--- src/rtl/mem_io_router.sv ---
// Single-master router: decodes each CPU access to main memory or one of NCH I/O channels.
// Optional busy timeout is enabled by defining MEM_IO_ROUTER_TIMEOUT_EN.
module mem_io_router #(
    parameter int unsigned NCH     = 4,
    parameter int unsigned SELW    = 2,
    parameter logic [3:0]  IO_TOP  = 4'hA,
    parameter int unsigned SEL_LSB = 8,
    parameter int unsigned TIMEOUT = 255
) (
    input  logic                clk,
    input  logic                clr,
    input  logic [31:0]         m_a,
    input  logic [31:0]         m_d_w,
    input  logic                m_access,
    input  logic                m_write,
    output logic [31:0]         m_d_r,
    output logic                m_ready,
    output logic                m_err,
    output logic [31:0]         mem_a,
    output logic [31:0]         mem_din,
    output logic                mem_strobe,
    output logic                mem_rw,
    input  logic [31:0]         mem_dout,
    input  logic                mem_ready,
    output logic [31:0]         io_a,
    output logic [31:0]         io_din,
    output logic [NCH-1:0]      io_strobe,
    output logic                io_rw,
    input  logic [32*NCH-1:0]   io_dout,
    input  logic [NCH-1:0]      io_ready
);

    localparam logic [1:0] StIdle = 2'd0;
    localparam logic [1:0] StBusy = 2'd1;
    localparam logic [1:0] StDone = 2'd2;

    localparam logic [SELW:0] NCH_W = NCH[SELW:0];

    logic [1:0]      state_q, state_d;
    logic [31:0]     a_q, a_d;
    logic [31:0]     d_q, d_d;
    logic            write_q, write_d;
    logic            io_q, io_d;
    logic [SELW-1:0] ch_q, ch_d;
    logic [31:0]     rdata_q, rdata_d;
    logic            err_q, err_d;

    logic            req_io;
    logic [SELW-1:0] req_ch;
    logic            req_unmapped;
    logic            sel_ready;
    logic [31:0]     sel_data;
    logic            busy;

`ifdef MEM_IO_ROUTER_TIMEOUT_EN
    localparam int unsigned CNT_W = $clog2(TIMEOUT + 1);
    logic [CNT_W-1:0] cnt_q, cnt_d;
`endif

    assign busy         = (state_q == StBusy);
    assign req_io       = (m_a[31:28] == IO_TOP);
    assign req_ch       = m_a[SEL_LSB +: SELW];
    assign req_unmapped = req_io && ({1'b0, req_ch} >= NCH_W);

    // Only the latched target's ready/data are visible; the rest are ignored.
    always_comb begin
        sel_ready = mem_ready;
        sel_data  = mem_dout;
        if (io_q) begin
            sel_ready = 1'b0;
            sel_data  = '0;
            for (int k = 0; k < int'(NCH); k++) begin
                if (ch_q == SELW'(k)) begin
                    sel_ready = io_ready[k];
                    sel_data  = io_dout[32*k +: 32];
                end
            end
        end
    end

    always_comb begin
        state_d = state_q;
        a_d     = a_q;
        d_d     = d_q;
        write_d = write_q;
        io_d    = io_q;
        ch_d    = ch_q;
        rdata_d = rdata_q;
        err_d   = err_q;
`ifdef MEM_IO_ROUTER_TIMEOUT_EN
        cnt_d   = cnt_q;
`endif
        case (state_q)
            StIdle: begin
                if (m_access) begin
                    a_d     = m_a;
                    d_d     = m_d_w;
                    write_d = m_write;
                    io_d    = req_io;
                    ch_d    = req_ch;
`ifdef MEM_IO_ROUTER_TIMEOUT_EN
                    cnt_d   = '0;
`endif
                    if (req_unmapped) begin
                        state_d = StDone;
                        err_d   = 1'b1;
                        rdata_d = '0;
                    end else begin
                        state_d = StBusy;
                    end
                end
            end
            StBusy: begin
                if (sel_ready) begin
                    state_d = StDone;
                    err_d   = 1'b0;
                    rdata_d = write_q ? 32'h0 : sel_data;
                end
`ifdef MEM_IO_ROUTER_TIMEOUT_EN
                else if (cnt_q == CNT_W'(TIMEOUT - 1)) begin
                    state_d = StDone;
                    err_d   = 1'b1;
                    rdata_d = 32'hDEAD_BEEF;
                end else begin
                    cnt_d = cnt_q + 1'b1;
                end
`endif
            end
            StDone:  state_d = StIdle;
            default: state_d = StIdle;
        endcase
    end

    always_ff @(posedge clk or posedge clr) begin
        if (clr) begin
            state_q <= StIdle;
            a_q     <= '0;
            d_q     <= '0;
            write_q <= 1'b0;
            io_q    <= 1'b0;
            ch_q    <= '0;
            rdata_q <= '0;
            err_q   <= 1'b0;
`ifdef MEM_IO_ROUTER_TIMEOUT_EN
            cnt_q   <= '0;
`endif
        end else begin
            state_q <= state_d;
            a_q     <= a_d;
            d_q     <= d_d;
            write_q <= write_d;
            io_q    <= io_d;
            ch_q    <= ch_d;
            rdata_q <= rdata_d;
            err_q   <= err_d;
`ifdef MEM_IO_ROUTER_TIMEOUT_EN
            cnt_q   <= cnt_d;
`endif
        end
    end

    // Strobes decode straight from state so an async reset drops them at once.
    always_comb begin
        io_strobe = '0;
        for (int k = 0; k < int'(NCH); k++) begin
            io_strobe[k] = busy && io_q && (ch_q == SELW'(k));
        end
    end

    assign mem_strobe = busy && !io_q;
    assign mem_a      = a_q;
    assign mem_din    = d_q;
    assign mem_rw     = write_q;
    assign io_a       = a_q;
    assign io_din     = d_q;
    assign io_rw      = write_q;
    assign m_ready    = (state_q == StDone);
    assign m_err      = m_ready && err_q;
    assign m_d_r      = rdata_q;

endmodule

--- config.mk ---
export PLATFORM = sky130hd
export DESIGN_NAME = mem_io_router
export DESIGN_NICKNAME = d
export VERILOG_FILES = /design/src/rtl/mem_io_router.sv
export SDC_FILE = /design/constraint.sdc
export NUM_CORES = 1
export LEC_CHECK = 0
export ABC_AREA = 1
export CORE_AREA = 2 2 154 156
export CTS_BUF_LIST = sky130_fd_sc_hd__clkbuf_4 sky130_fd_sc_hd__clkbuf_8
export DETAILED_ROUTE_END_ITERATION = 8
export DIE_AREA = 0 0 156 158
export PLACE_DENSITY = 0.6
export SLEW_MARGIN = 20
export SYNTH_ARGS = -nofsm -noshare
export SYNTH_HDL_FRONTEND = slang
export SYNTH_SLANG_ARGS = --single-unit
--- constraint.sdc ---
create_clock -name clk -period 3.22 [get_ports clk]
set_input_delay 0.322 -clock clk [delete_from_list [all_inputs] [get_ports clk]]
set_output_delay 0.322 -clock clk [all_outputs]
set_load 0.05 [all_outputs]
==> impl_results.md <==
- Share of layout cells above drive strength 1: 3.89%
- CTS Buf Count: 9
- Most frequent cells in the layout: clkdlybuf4s50_1 (400), nand2_1 (396), dfrtp_1 (97)
- Total track usage: 18.1%
- Slew HR: 44.2%
- Syn Std Cell Area: 0.00589 mm²
- Cells after synthesis: 847
- Post-Synth Adder-Cell Area: 0%
- Fmax: 0.375 GHz
- Largest family of logic cells by synthesized area: simple AND/OR/NAND/NOR gates
- Count of input and output buffers: 400
- Synth Net Count: 1,080
- Final setup violation count: 0
- Max-Cap Viols: 0
- Status: complete, no violations
- Crit path required time: 2.90 ns
- Htree depth: 3
- Iteration count of the initial detailed-routing pass: 6
- Main flop type after synthesis: dfrtp_1
- Die area: 0.0246 mm²
- Synth warnings: 0
- Seq/Total Area, Yosys: 42.5%
- Min-Delay Path Class: in -> async
- Synth Register Bits: 100
- Worst hold slack: 0.291 ns
- Skew-Pair Late Insertion Delay: 0.37 ns
- GRT overflow: 0
- Fin. max-slew vios: 0
- Post-CTS sizing: 0
- Final Instance Area: 0.00979 mm²
- Post-DR vias/cell: 4.36
- Layout Skew: 0.00725 ns
- Mux contribution to synthesized area: 0%
- Via count: 6,312
- Critical Path End Type: output pin
- Tot Pwr: 10.9 mW
- Clock Path Buffers: 2
- Reg2Reg Depth: 8
- CTS tree: yes
- Post-synth top area share: 42.5%
- Worst Path Arrival: 2.34 ns
- Reg2Reg Setup Slack: 1.04 ns
- Period minus WS final: 2.66 ns
- CTS hold repair buffers: 0
- Placed instance area: 0.00961 mm²
- # Post-CTS Setup Buffers: 0
- Setup crit start kind: register
- Max IR drop VDD: 0.685 mV
- Maximum fanout along the worst path: 27
- Fin crit share: 82.7%
- Antenna violations before repair: 0
- Post-Syn Area per Cell: 6.96 µm²
- P_leak: 4.53 nW
- First-pass GRT wire length: 34.6 mm
- Number of global-route vias before repair: 6,267
- Initial core utilization: 25.6%
- Routability congestion estimate from global placement: 0.827
- RR Startpoint: io_a[9]$_DFFE_PP0P_
- Routed WL per cell: 15.9 µm
- CORE AREA: 0.0231 mm²
- R2R Path End: m_d_r[8]$_DFFE_PP0P_
- Largest area contributor in the netlist: dfrtp_1
- Largest net degree at the start of global routing: 70
- # DRC: 0
- Nets: 1,385
- CTS root buf: clkbuf_8
- I/O Pins: 402
- Area of the multi-input gates: 0.00247 mm²
- EDFF count, synth: 0
- # fillers: 2,346
- Final TNS setup: 0 ns
- PD cells: 1110 mW/mm²
- Slew @ Worst Pin: 0.836 ns
- Reg area: 0.00251 mm²
- Synth cell types: 22
- Drt initial violations: 309
- Die X: 156 µm
- Final hold violations: 0
- Compound-gate portion of the synthesized area: 6.90%
- Chip Height: 158 µm
- WL final: 22.9 mm
- Area added between synthesis and finish: 66.1%
- Post-Synth Simple-Gate Area: 34.9%
- Antenna viol nets, final: 0
- TritonCTS Sinks: 100
- Most common cell after layout, fill and taps aside: clkdlybuf4s50_1
- Asr flop ratio synth: 100%
- Row count: 56
- Hpwl dp: 17.5 mm
- Worst-path clk slew: 0.10 ns
- Synth top area cells: dfrtp_1 (42%), nand2_1 (25%), buf_4 (9.6%)
- XOR/XNOR share of the synthesized area: 0%
- WS Path Type: reg -> out
- # diodes: 0
- RSZ-0062 raised after global routing: false
[synth_stat cells, types with 3 or more instances]
library cell,instances
nand2_1,397
nor2_1,39
o21ai_0,39
dfrtp_1,100
clkbuf_1,18
a21oi_1,18
nand3_1,69
buf_4,75
inv_2,4
buf_6,4
buf_1,3
buf_2,16
or2_2,4
inv_1,38
o211ai_1,14
[per-layer routing]
layer	up-vias	GRT usage, %	wire (µm)
li1	3168	-	-
met2	243	31.1	11300
met3	38	3.75	1510
met1	2863	22.2	9360
met4	0	7.25	730
met5	-	0	0
[report_power, final]
part	internal [mW]	switching [mW]
combinational	2.45	5.30
sequential	1.82	0.552
clock	0.295	0.482
[critical path, stage by stage (launching register included)]
cell and delay, ns:
dfrtp_2 0.63, buf_4 0.30, nor3_1 0.20, clkdlybuf4s50_1 0.84
[layout make-up]
type / instances / share of cell area (%)
Tap cell: 290 / 3.71
Clock buffer: 9 / 1.27
Multi-Input combinational cell: 589 / 25.3
Inverter: 42 / 1.64
Sequential cell: 100 / 25.6
Timing Repair Buffer: 410 / 41.9
Clock inverter: 7 / 0.613
[cell families (layout without fill, tap and decap cells)]
| kind of cell | after synthesis | in the layout |
|---|---|---|
| buffers and inverters | 158 | 468 |
| AND/OR/NAND/NOR | 516 | 516 |
| AO/OA/AOI/OAI | 72 | 72 |
| flip-flops | 100 | 100 |
| other | 1 | 1 |
[worst max path at each step]
stage                                     end  depth (start not counted)                 from
final                            io_strobe[0]                          3  io_a[9]$_DFFE_PP0P_
after global routing             io_strobe[3]                          3  io_a[9]$_DFFE_PP0P_
after CTS                        io_strobe[0]                          3  io_a[9]$_DFFE_PP0P_
after detailed placement         io_strobe[0]                          3  io_a[9]$_DFFE_PP0P_
after global placement           io_strobe[0]                          3  io_a[9]$_DFFE_PP0P_
after floorplan           io_a[0]$_DFFE_PP0P_                          1                  clr
[registers in the layout, summed over array words and instances, names as in the netlist]
signal   cells
m_d_r       32
io_a        32
state_q      2
io_q         1
io_rw        1
io_din      32
[stage by stage]
| stage | setup slack [ns] | std cells | util (%) |
|---|---|---|---|
| detailed placement | 0.957 | 1431 | 41.7 |
| global placement | 0.965 | 1431 | 41.7 |
| floorplan | 0.279 | 847 | - |
| global route | 0.424 | 1447 | 42.5 |
| finish | 0.556 | 1447 | 42.5 |
| CTS | 0.510 | 1447 | 42.5 |
(Power assumes the default switching activity.)
